<file path="src/rtl/debounce_switch_multi.sv">
// N-channel switch debouncer: 2-flop synchroniser, per-channel stability counter, clean level plus rise/fall strobes.
// Optional long-press strobe on o_Hold is built when DEBOUNCE_LONG_PRESS_EN is defined; otherwise o_Hold is tied low.
module debounce_switch_multi #(
   parameter int C_NUM_CH     = 4,
   parameter int C_TIME_LIMIT = 250000,
   parameter int C_INIT       = 0,
   parameter int C_HOLD_LIMIT = 5000000
) (
   input  logic                i_Clk,
   input  logic                i_Rst,
   input  logic [C_NUM_CH-1:0] i_Switch,
   output logic [C_NUM_CH-1:0] o_Switch,
   output logic [C_NUM_CH-1:0] o_Rise,
   output logic [C_NUM_CH-1:0] o_Fall,
   output logic [C_NUM_CH-1:0] o_Hold
);

   localparam int                  CNT_W    = $clog2(C_TIME_LIMIT + 1);
   localparam logic [CNT_W-1:0]    CNT_LAST = CNT_W'(C_TIME_LIMIT - 1);
   localparam logic                INIT_LVL = (C_INIT != 0);
   localparam logic [C_NUM_CH-1:0] INIT_VEC = {C_NUM_CH{INIT_LVL}};

   if (C_NUM_CH < 1 || C_TIME_LIMIT < 1 || C_HOLD_LIMIT < 1 || (C_INIT != 0 && C_INIT != 1)) begin : g_bad_param
      $error("debounce_switch_multi: illegal parameter value");
   end

   logic [C_NUM_CH-1:0] sync_p0;
   logic [C_NUM_CH-1:0] sync_p1;
   logic [CNT_W-1:0]    cnt_q [C_NUM_CH];
   logic [CNT_W-1:0]    cnt_d [C_NUM_CH];
   logic [C_NUM_CH-1:0] state_d;
   logic [C_NUM_CH-1:0] rise_d;
   logic [C_NUM_CH-1:0] fall_d;

   // Stage p0/p1: two-flop synchroniser on the raw pins
   always_ff @(posedge i_Clk) begin
      if (i_Rst) begin
         sync_p0 <= INIT_VEC;
         sync_p1 <= INIT_VEC;
      end else begin
         sync_p0 <= i_Switch;
         sync_p1 <= sync_p0;
      end
   end

   // A level is accepted only after C_TIME_LIMIT consecutive differing cycles; any agreeing cycle restarts the count
   always_comb begin
      state_d = o_Switch;
      rise_d  = '0;
      fall_d  = '0;
      for (int n = 0; n < C_NUM_CH; n++) begin
         cnt_d[n] = '0;
         if (sync_p1[n] != o_Switch[n]) begin
            if (cnt_q[n] == CNT_LAST) begin
               state_d[n] = sync_p1[n];
               rise_d[n]  = sync_p1[n];
               fall_d[n]  = ~sync_p1[n];
            end else begin
               cnt_d[n] = cnt_q[n] + 1'b1;
            end
         end
      end
   end

   // Stage p2: stable state, counters and edge strobes
   always_ff @(posedge i_Clk) begin
      if (i_Rst) begin
         o_Switch <= INIT_VEC;
         o_Rise   <= '0;
         o_Fall   <= '0;
         for (int n = 0; n < C_NUM_CH; n++) cnt_q[n] <= '0;
      end else begin
         o_Switch <= state_d;
         o_Rise   <= rise_d;
         o_Fall   <= fall_d;
         for (int n = 0; n < C_NUM_CH; n++) cnt_q[n] <= cnt_d[n];
      end
   end

`ifdef DEBOUNCE_LONG_PRESS_EN
   localparam int                HOLD_W    = $clog2(C_HOLD_LIMIT + 1);
   localparam logic [HOLD_W-1:0] HOLD_MAX  = HOLD_W'(C_HOLD_LIMIT);
   localparam logic [HOLD_W-1:0] HOLD_FIRE = HOLD_W'(C_HOLD_LIMIT - 1);

   function automatic logic [HOLD_W-1:0] hold_sat_inc(input logic [HOLD_W-1:0] h);
      return (h == HOLD_MAX) ? h : h + 1'b1;
   endfunction

   logic [HOLD_W-1:0]   hold_q [C_NUM_CH];
   logic [HOLD_W-1:0]   hold_d [C_NUM_CH];
   logic [C_NUM_CH-1:0] hold_fire;

   // The accepting-rise cycle is hold count 0; saturation at HOLD_MAX gives one strobe per press
   always_comb begin
      hold_fire = '0;
      for (int n = 0; n < C_NUM_CH; n++) begin
         hold_d[n] = '0;
         if (state_d[n]) begin
            hold_d[n]    = rise_d[n] ? '0 : hold_sat_inc(hold_q[n]);
            hold_fire[n] = (hold_d[n] == HOLD_FIRE);
         end
      end
   end

   always_ff @(posedge i_Clk) begin
      if (i_Rst) begin
         o_Hold <= '0;
         for (int n = 0; n < C_NUM_CH; n++) hold_q[n] <= '0;
      end else begin
         o_Hold <= hold_fire;
         for (int n = 0; n < C_NUM_CH; n++) hold_q[n] <= hold_d[n];
      end
   end
`else
   assign o_Hold = '0;
`endif

   a_rise_fall_excl : assert property (@(posedge i_Clk) !(|(o_Rise & o_Fall)));
   a_rise_level     : assert property (@(posedge i_Clk) !(|(o_Rise & ~o_Switch)));
   a_fall_level     : assert property (@(posedge i_Clk) !(|(o_Fall & o_Switch)));

endmodule

</file>
<file path="config.mk">
export PLATFORM = sky130hd
export DESIGN_NAME = debounce_switch_multi
export DESIGN_NICKNAME = d
export VERILOG_FILES = /design/src/rtl/debounce_switch_multi.sv
export SDC_FILE = /design/constraint.sdc
export NUM_CORES = 1
export LEC_CHECK = 0
export CORE_ASPECT_RATIO = 0.8
export CORE_MARGIN = 1
export CORE_UTILIZATION = 63
export DETAILED_ROUTE_END_ITERATION = 12
export PLACE_DENSITY = 0.8
export REMOVE_ABC_BUFFERS = 1
export SLEW_MARGIN = 20
export SYNTH_ARGS = -nofsm -noshare
export SYNTH_HDL_FRONTEND = slang
export SYNTH_SLANG_ARGS = --single-unit
</file>
<file path="constraint.sdc">
create_clock -name i_Clk -period 3.8 [get_ports i_Clk]
set_clock_uncertainty 0.15 [all_clocks]
set_input_delay 0.38 -clock i_Clk [delete_from_list [all_inputs] [get_ports i_Clk]]
set_output_delay 0.38 -clock i_Clk [all_outputs]
set_load 0.05 [all_outputs]
</file>
Word level (Yosys, flattened, before mapping)

Memory sizes are Yosys's and may differ from the RTL's.
Cells that the tools add are included.

Input port bits: 6
Word-level logic and storage cells: 66
Memories: 1
Bits in registers: 20
Bits in writable memories: 72

Reduce and logical (&&, ||, !) cells: 8
Bitwise logic cells: 16
Eq/ne operators: 8
Multiplexer cells: 15
Add/subtract/negate cells: 4

Memory list:

| name  | depth | bits a word | read ports | clocked after Yosys merged registers in | wr ports | RTL line | source |
|---|---|---|---|---|---|---|---|
| cnt_q | 4     | 18          | 4          | 0                                       | 4        | 29       | `logic [CNT_W-1:0] cnt_q [C_NUM_CH];` |

Operator list:

| operator                                       | count |
|---|---|
| two-way mux 18 bit                             | 12 |
| adder 18 x 1 -> 18 bit (second input constant) | 4 |
| equality test 18 bit (second input constant)   | 4 |
| NOT 1 bit                                      | 12 |
| OR reduction 3 bit                             | 4 |
| AND reduction 2 bit                            | 4 |
| inequality test 1 bit                          | 4 |
| bitwise OR 1 bit                               | 4 |
| two-way mux 1 bit                              | 3 |

Longest topological paths before layout

Gate-level depths: netlist of run 1.
An unclocked memory read counts as a cell.

Depth after elaboration: 5
Depth in mapped cells: 7

Worst setup path before layout of run 1

OpenSTA, ideal clock, no wires.

Path type: reg2reg
From: memory cnt_q[2][0] (netlist bit)
To: memory cnt_q[2][10] (netlist bit)
Arrival: 1.820 ns
Period minus slack after synthesis: 2.087 ns
Cell stages (with the launch flop): 8
Path buffers: 2
Setup time: 0.117 ns
Required time: 3.533 ns
Path slack: 1.713 ns
Path through: dfxtp_1 ha_1 clkbuf_1 nand3_1 or3_1 o21ai_1 buf_2 nor2_1

RTL lines:

| element         | RTL line |
|---|---|
| start, declared | 29 |

==> results.toml, run 1 <==
[grt]
antenna_found_initial = 0
overflow = 0
grt_usage = 0.230
grt_pass1_wl_mm = 12.2
grt_pass1_vias = 2678
grt_max_degree = 23

[setup_path]
crit_path_start = "cnt_q[0][17]$_SDFF_PP0_"
worstRegToRegCells = 4
critPathMaxFanout = 17
worstSetupPathType = "flip-flop to flip-flop"
start_kind = "flip-flop"
reg2reg_from = "cnt_q[0][17]$_SDFF_PP0_"
worstSetupEndpoint = "cnt_q[0][10]$_SDFF_PP0_"
cpPeakStageDelay_ns = 0.56
r2r_setup_slack_ns = 1.58
slowest_stage = "o21ai_2"
cp-end-kind = "flip-flop"
worstReg2RegEnd = "cnt_q[0][10]$_SDFF_PP0_"
worstPathArrival_ns = 2.28
cp_cell_sequence = "or3b_2 > or3_1 > o21ai_2 > nor2_1"
required_ns = 3.86

[worst_hold_path]
hp-class = "flip-flop to flip-flop"
holdPathStages = 1

[floorplanning]
core_area_um2 = 5970
rows = 25
initial_core_util = 0.660
die_width_um = 90.4
pin_count = 22
fp.dieH_um = 72.8
die-area_um2 = 6580

[layout]
diodes = 0
syn_to_final_growth_pct = 10.0
drive_gt1_frac = 0.0546
layout.nets = 463

[yosys]
synth-seq-area-share = 0.467
yosysWarnings = 0
synthDistinctLibCells = 39
syn_area_um2 = 3940
syn_avg_cell_area_um2 = 9.04
synth_flop_cell = "dfxtp_1"
synth_cells = 436
synth.area.top_cells = "dfxtp_1, xnor2_1, nor2_1"
yosys.area_share.simple = 0.307
synth_top_area_cell = "dfxtp_1"
synth_compound_area_frac = 0.0413
synth_top_family_by_area = "simple AND/OR/NAND/NOR gates"
synthAdderAreaFrac = 0.0127
synthArstFlopShare = 0
muxShareOfSynthArea = 0.00762
yosysTopAreaCellShare = 0.467
synth-seq-cells = 92
synthXorXnorAreaFrac = 0.133
synth_edf_count = 0

[sta]
max_freq_mhz = 450
setup_viol = 0
period_needed_ns = 2.22
worst_pin_slew_ns = 0.684
slew_violations = 0
finalHoldViolations = 0
slew_headroom = 0.544
rsz0062_at_grt = "no"
fin_crit_sh = 0.584
finalSetupTns_ns = 0

[outcome]
outcome = "finished, final reports clean"

[power_and_ir_drop]
p_per_area_nw_per_um2 = 374
power.total_mw = 1.62
leakage_nw = 1.27
ir_worst_vdd_v = 0.000223
combPwrFrac = 0.020
p_int_mw = 1.27
pwr-share-clk = 0.381
swShare = 0.217
seqPwrFrac = 0.600
p_sw_mw = 0.351

[drt]
wl_met3_um = 240
wire_per_inst_um = 13.0
ant_nets = 0
drc = 0
drtPass1Iterations = 4
first_iter_violations = 112
wl_met1_mm = 3.55
totalWireLength_mm = 7.01
wl_met2_mm = 3.18
num_vias = 3011
top_layer_used = "met4"
viasPerCell = 5.59

[clock_tree]
cts.htree.levels = 3
cts-root-buf = "clkbuf_8"
holdBufCountCts = 0
cts_tree = "yes"
post-cts-setup-buffer-count = 0
clock_latency_ns = 0.36
numCtsBuffers = 9
cts_resized = 0
cts_sinks = 92
cts_buffer_depth = 2
path_clk_slew_ns = 0.08

[job]
maxCapViolations = 0

[placement]
hpwl_mm = 4.82
place.gp.congestion = 0.873
portBuffers = 17
[flip-flops by register name, indices dropped and copies added (netlist names)]
| name | count |
|---|---|
| o_Fall | 4 |
| o_Rise | 4 |
| cnt_q | 72 |
| sync_p1 | 4 |
| o_Switch | 4 |
| sync_p0 | 4 |
[worst max-delay path, delay by kind of cell (launching register included)]
family             cells  cell delay (ns)
AOI/OAI and AO/OA      1             0.56
DFF                    1             0.36
and+or+nand+nor        3             1.01
[how the worst min path moves through the flow]
stage	start	to	slack, ns
CTS	sync_p0[1]$_SDFF_PP0_	sync_p1[1]$_SDFF_PP0_	0.30
global route	sync_p0[1]$_SDFF_PP0_	sync_p1[1]$_SDFF_PP0_	0.32
detailed placement	sync_p0[1]$_SDFF_PP0_	sync_p1[1]$_SDFF_PP0_	0.28
finish	sync_p0[1]$_SDFF_PP0_	sync_p1[1]$_SDFF_PP0_	0.29
global placement	sync_p0[2]$_SDFF_PP0_	sync_p1[2]$_SDFF_PP0_	0.27
floorplan	sync_p0[0]$_SDFF_PP0_	sync_p1[0]$_SDFF_PP0_	0.26
[synth_stat cells (4+ instances only)]
library cell / count
or4_1: 8
inv_1: 8
and3_1: 7
nand4_1: 21
nor3_1: 9
or3_1: 5
and4_1: 6
a21oi_1: 10
nor2_1: 78
xnor2_1: 43
dfxtp_1: 92
nor2b_1: 9
clkbuf_1: 7
nand3_1: 27
o21ai_0: 4
o31ai_1: 5
nor4_1: 23
ha_1: 4
nand2_1: 18
xor2_1: 17
buf_4: 4
[layer usage]
metal,track usage,vias up
met4,0.0484,0
met5,0,-
met1,0.307,1409
met3,0.0719,6
met2,0.372,43
li1,-,1553
[cell usage in the layout, fill, tap and decap left out, drive strengths merged]
cell           count
dfxtp             92
nor2              79
xnor2             43
nand3             27
nor4              23
nand4             21
nand2             18
xor2              17
clkdlybuf4s50     17
clkbuf            13
or4               11
a21oi             10
nor2b              9
nor3               9
inv                8
o21ai              8
and3               7
and4               6
or3                5
o31ai              5
ha                 4
conb               4
nand2b             3
and2               3
mux2i              3
nor4b              3
clkinvlp           2
or3b               2
or4b               1
nor4bb             1
o41ai              1
and3b              1
clkinv             1
buf                1
[area by class of cell]
| cell class | instances | area, µm² |
|---|---|---|
| clock inverter | 3 | 20.0 |
| multi-input combinational | 324 | 2000 |
| tap | 81 | 101 |
| fill | 474 | 1640 |
| clock buffer | 13 | 169 |
| inverter | 8 | 30.0 |
| timing repair buffer | 18 | 178 |
| sequential | 92 | 1840 |
[per-stage QoR]
stage                     worst slack (ns)  instances  hold WS (ns)  cell area [µm²]  utilization
after floorplan                       1.70        424         0.264             3860            -
after CTS                             1.25        539         0.299             4330        0.725
after detailed placement              1.25        523         0.280             4140        0.694
final                                 1.58        539         0.292             4340        0.726
after global placement                1.36        523         0.267             4140        0.694
after global routing                  1.40        539         0.317             4340        0.726
[logic make-up after synthesis]
logic type	Yosys count
adder cells (fa/ha/maj)	4
multiplexers	3
XOR/XNOR	60
AO/OA/AOI/OAI	24
buffers and inverters	23
other	1
flip-flops	92
AND/OR/NAND/NOR	229
[power by group through the flow]
stage	clock network (mW)	registers [mW]	logic [mW]
floorplan	0	0.994	0.0201
global placement	0	0.994	0.0321
detailed placement	0	0.994	0.0324
CTS	0.633	0.972	0.0325
global route	0.668	0.973	0.0350
finish	0.617	0.972	0.0322
Power figures use the tool's default switching activity.
==> inputs of run 2 (changes only) <==
CORE_UTILIZATION = 59   (was 63)
PLACE_DENSITY = 0.76   (was 0.8)
clock period = 2.15 ns   (was 3.8 ns; I/O delays follow)
==> run 2 against run 1 <==
Worst setup slack got worse by 1.5 ns. Via count increased by 6.7%. Power rose by 82%. Critical path depth stayed put.
==> results.toml, run 2 (same netlist as run 1, synthesis figures left out) <==
[grt]
grt_pass1_vias = 3012
antenna_found_initial = 0
use_met2 = 0.416
use_met3 = 0.0596
met1_usage = 0.304
grt_usage = 0.245
busiest_layer = "met2"
grt_max_degree = 19
overflow = 0
grt_pass1_wl_mm = 13.3

[floorplanning]
fp.dieH_um = 75.1
die_width_um = 93.4
pin_count = 22
rows = 26
initial_core_util = 0.615
core_area_um2 = 6410
die-area_um2 = 7020

[drt]
wire_per_inst_um = 13.6
drc = 0
ant_nets = 0
first_iter_violations = 100
viasPerCell = 5.62
drtPass1Iterations = 4
totalWireLength_mm = 7.78
num_vias = 3214

[layout]
utilization = 0.717
n_fill_cell = 496
final_common_cell = "dfxtp_1"
layout_common_cells = "dfxtp_1, nor2_1, xnor2_1, buf_4, nand3_1"
layout.nets = 494
diodes = 0
drive_gt1_frac = 0.109
largest-register = "cnt_q"
largest_reg_flops = 72
syn_to_final_growth_pct = 16.6

[worst_hold_path]
hp-start = "i_Switch[3]"
hp-class = "primary input to flip-flop"

[placement]
hpwl_mm = 5.55
place.gp.congestion = 0.835
portBuffers = 17

[power_and_ir_drop]
pwr-share-clk = 0.397
power.total_mw = 2.95
ir_worst_vdd_v = 0.000457
p_per_area_nw_per_um2 = 643
p_int_mw = 2.36
combPwrFrac = 0.022
leakage_nw = 1.44
swShare = 0.200
p_sw_mw = 0.591
seqPwrFrac = 0.581

[setup_path]
reg2reg_from = "cnt_q[1][9]$_SDFF_PP0_"
critPathMaxFanout = 4
worstPathArrival_ns = 2.17
slowest_stage = "or4_4"
cpPeakStageDelay_ns = 0.53
required_ns = 2.28
cp-end-kind = "flip-flop"
start_kind = "flip-flop"
cp_top_family = "simple AND/OR/NAND/NOR gates"
cp_cell_sequence = "or4_1 > or4_4 > nor2_2 > mux2i_1"
worstSetupPathType = "flip-flop to flip-flop"
crit_path_start = "cnt_q[1][9]$_SDFF_PP0_"
critPathBufInv = 0

[clock_tree]
holdBufCountCts = 0
clock_latency_ns = 0.35
cts-root-buf = "clkbuf_8"
numCtsBuffers = 9
post-cts-setup-buffer-count = 0
cts_resized = 0
cts_sinks = 92
path_clk_slew_ns = 0.09
cts.htree.levels = 3
cts_buffer_depth = 2
cts_tree = "yes"

[sta]
finalSetupTns_ns = 0
finalHoldViolations = 0
slew_headroom = 0.661
period_needed_ns = 2.05
max_freq_mhz = 488
fin_hold_ws_ns = 0.268
slew_violations = 0
fin_crit_sh = 0.953
rsz0062_at_grt = "no"
worst_pin_slew_ns = 0.507
setup_viol = 0

[job]
maxCapViolations = 0

[outcome]
outcome = "finished, final reports clean"
-- run 2: cell count changes in the layout (fill, tap and decap cells not counted), sizes merged --
cell,previous run,this run
bufinv,0,1
clkinv,1,0
clkbuf,13,14
clkinvlp,2,0
buf,1,32
-- run 2: path summary, 6_finish.rpt --
path,end,slack [ns],cells after the start
max reg2reg,o_Switch[1]$_SDFFE_PP0P_,0.10,4
max,o_Switch[1]$_SDFFE_PP0P_,0.10,4
min reg2reg,sync_p1[1]$_SDFF_PP0_,0.29,1
min,sync_p0[3]$_SDFF_PP0_,0.27,2
-- run 2: layout make-up --
| cell class | instances | area [µm²] | area share |
|---|---|---|---|
| Tap cell | 84 | 105 | 0.0229 |
| Timing Repair Buffer | 49 | 423 | 0.0920 |
| Clock buffer | 14 | 173 | 0.0376 |
| Clock inverter | 1 | 30.0 | 0.00653 |
| Multi-Input combinational cell | 324 | 1990 | 0.434 |
| Inverter | 8 | 30.0 | 0.00653 |
| Sequential cell | 92 | 1840 | 0.401 |
-- run 2: power groups by stage --
stage                     logic, mW  clock network (mW)  registers [mW]
after floorplan              0.0355                   0            1.76
after global placement       0.0628                   0            1.76
after detailed placement     0.0643                   0            1.76
after CTS                    0.0647                1.19            1.72
after global routing         0.0699                1.27            1.72
final                        0.0648                1.17            1.72
-- run 2: stage by stage --
| stage | instance area, µm² | setup slack, ns | instances |
|---|---|---|---|
| after global placement | 4390 | 0.163 | 557 |
| after floorplan | 3860 | 0.0534 | 424 |
| final | 4600 | 0.102 | 572 |
| after CTS | 4600 | 0.102 | 572 |
| after global routing | 4600 | 0.0374 | 572 |
| after detailed placement | 4390 | 0.121 | 557 |
-- run 2: routing by layer --
metal,up-vias,part of all wire
li1,1617,-
met1,1517,0.48
met2,63,0.46
met3,17,0.038
met4,0,0.021
met5,-,0
==> inputs of run 3 (changes only) <==
CORE_ASPECT_RATIO = default   (was 0.8)
SETUP_SLACK_MARGIN = 0.3   (was default)
==> run 3 against run 2 <==
Worst setup slack improved by 0.029 ns. Maximum frequency up 1.4%. Register-to-register slack improved by 0.03 ns. Cell count grew 1.6%. Critical path type unchanged. Sequential power barely moved. Largest power group unchanged. Sequential cell count is the same. Worst hold slack better by 0.0056 ns. Critical path depth is 1 higher. Sequential share of layout area shrank 2.6 points.
==> results.toml, run 3 (same netlist as run 1, synthesis figures left out) <==
[power_and_ir_drop]
p_per_area_nw_per_um2 = 613
ir_worst_vdd_v = 0.000595
power.total_mw = 3.06
leakage_nw = 1.72

[drt]
first_iter_violations = 151
drc = 0
ant_nets = 0
totalWireLength_mm = 9.08
wire_per_inst_um = 15.6
drtPass1Iterations = 4
viasPerCell = 5.76
num_vias = 3349

[grt]
overflow = 0
grt_pass1_vias = 3238
grt_usage = 0.254
grt_max_degree = 17
grt_pass1_wl_mm = 14.5
antenna_found_initial = 0

[floorplanning]
die-area_um2 = 7010
rows = 29
fp.dieH_um = 83.7
pin_count = 22
initial_core_util = 0.617
die_width_um = 83.7
core_area_um2 = 6390

[clock_tree]
holdBufCountCts = 0
numCtsBuffers = 9
cts.htree.levels = 3
cts-root-buf = "clkbuf_8"
cts_tree = "yes"
cts_buffer_depth = 2
clock_latency_ns = 0.35
cts_sinks = 92
path_clk_slew_ns = 0.08

[setup_path]
critPathMaxFanout = 16
cpPeakStageDelay_ns = 0.54
slowest_stage = "or4_4"
worstReg2RegEnd = "cnt_q[3][17]$_SDFF_PP0_"
required_ns = 2.24
reg2reg_from = "cnt_q[3][4]$_SDFF_PP0_"
critPathBufInv = 1
cp_top_family = "simple AND/OR/NAND/NOR gates"
r2r_setup_slack_ns = 0.13
start_kind = "flip-flop"
worstRegToRegCells = 5
worstPathArrival_ns = 2.11
cp-end-kind = "flip-flop"
worstSetupPathType = "flip-flop to flip-flop"
cp_cell_sequence = "or4_1 > or4_4 > o21ai_4 > buf_12 > a21oi_1"

[sta]
slew_headroom = 0.664
period_needed_ns = 2.02
slew_violations = 0
worst_pin_slew_ns = 0.503
finalSetupTns_ns = 0
finalHoldViolations = 0
setup_viol = 0
fin_hold_ws_ns = 0.273
rsz0062_at_grt = "yes"
fin_crit_sh = 0.939
max_freq_mhz = 495

[layout]
layout_common_cells = "dfxtp_1, nor2_1, xnor2_1, buf_4, nand3_1"
syn_to_final_growth_pct = 26.5
diodes = 0
layout.nets = 509
fin_cells = 581
largest-register = "cnt_q"
largest_reg_flops = 72
post-route-cell-area_um2 = 4990
final_common_cell = "dfxtp_1"
drive_gt1_frac = 0.248

[job]
maxCapViolations = 0

[placement]
placed_area_um2 = 4400
portBuffers = 17
place_inst = 552
hpwl_mm = 5.51
place.gp.congestion = 0.886

[worst_hold_path]
hp-start = "i_Switch[0]"
holdPathStages = 2
hp-class = "primary input to flip-flop"
worstHoldEndpoint = "sync_p0[0]$_SDFF_PP0_"

[outcome]
outcome = "finished, final reports clean"
[run 3: cell types whose count changed in the layout (fill, tap and decap cells not counted), moves of 4 or more]
| cell | change |
|---|---|
| dlygate4sd2_1 | +4 |
| nor2_2 | +13 |
| dlymetal6s2s_1 | +7 |
| buf_4 | +5 |
| dfxtp_1 | -16 |
| dfxtp_2 | +13 |
| clkdlybuf4s50_1 | -11 |
| buf_6 | +10 |
| nor4_2 | +5 |
| nor2_1 | -16 |
| nor4_1 | -6 |
[run 3: worst max path at each step]
stage,start,endpoint,cells past startpoint
finish,cnt_q[3][4]$_SDFF_PP0_,cnt_q[3][17]$_SDFF_PP0_,5
global route,cnt_q[1][11]$_SDFF_PP0_,cnt_q[1][15]$_SDFF_PP0_,5
CTS,cnt_q[1][9]$_SDFF_PP0_,cnt_q[1][12]$_SDFF_PP0_,5
detailed placement,cnt_q[3][4]$_SDFF_PP0_,cnt_q[3][17]$_SDFF_PP0_,5
global placement,cnt_q[3][4]$_SDFF_PP0_,cnt_q[3][17]$_SDFF_PP0_,5
floorplan,cnt_q[2][0]$_SDFF_PP0_,cnt_q[2][10]$_SDFF_PP0_,5
[run 3: final cells by class]
| class | instances | area [µm²] |
|---|---|---|
| clock buffers | 11 | 141 |
| clock inverters | 5 | 75.1 |
| fillers | 417 | 1400 |
| inverters | 8 | 30.0 |
| multi-input cells | 324 | 2190 |
| flip-flops and latches | 92 | 1870 |
| well taps | 77 | 96.3 |
| repair buffers | 64 | 586 |
[run 3: what timing repair did]
action	CTS	global route
setup buffers	4	6
setup endpoints to repair	63	82
resized for setup	36	56
pin swaps	16	11
gates cloned	2	1
[run 3: worst reg2reg max path: cells and delay by family, from the launching register on]
family,cells,cell delay (ns)
and+or+nand+nor,2,1.06
DFF,1,0.33
AOI/OAI and AO/OA,2,0.22
buffers and inverters,1,0.16
[run 3: power by group]
| part | switching (mW) | internal (mW) |
|---|---|---|
| logic | 0.0468 | 0.0309 |
| registers | 0.00737 | 1.71 |
| clock network | 0.584 | 0.682 |
[run 3: metrics by stage]
step | utilization | setup slack, ns
after detailed placement | 0.689 | 0.124
after global placement | 0.689 | 0.168
final | 0.781 | 0.131
after floorplan | - | 0.0534
after CTS | 0.744 | 0.148
after global routing | 0.781 | 0.0798
[run 3: per-layer routing]
layer | part of all wire | track usage | up-vias
li1 | - | - | 1654
met5 | 0 | 0 | -
met3 | 0.040 | 0.0613 | 14
met4 | 0.012 | 0.0909 | 0
met2 | 0.51 | 0.445 | 76
met1 | 0.44 | 0.301 | 1605
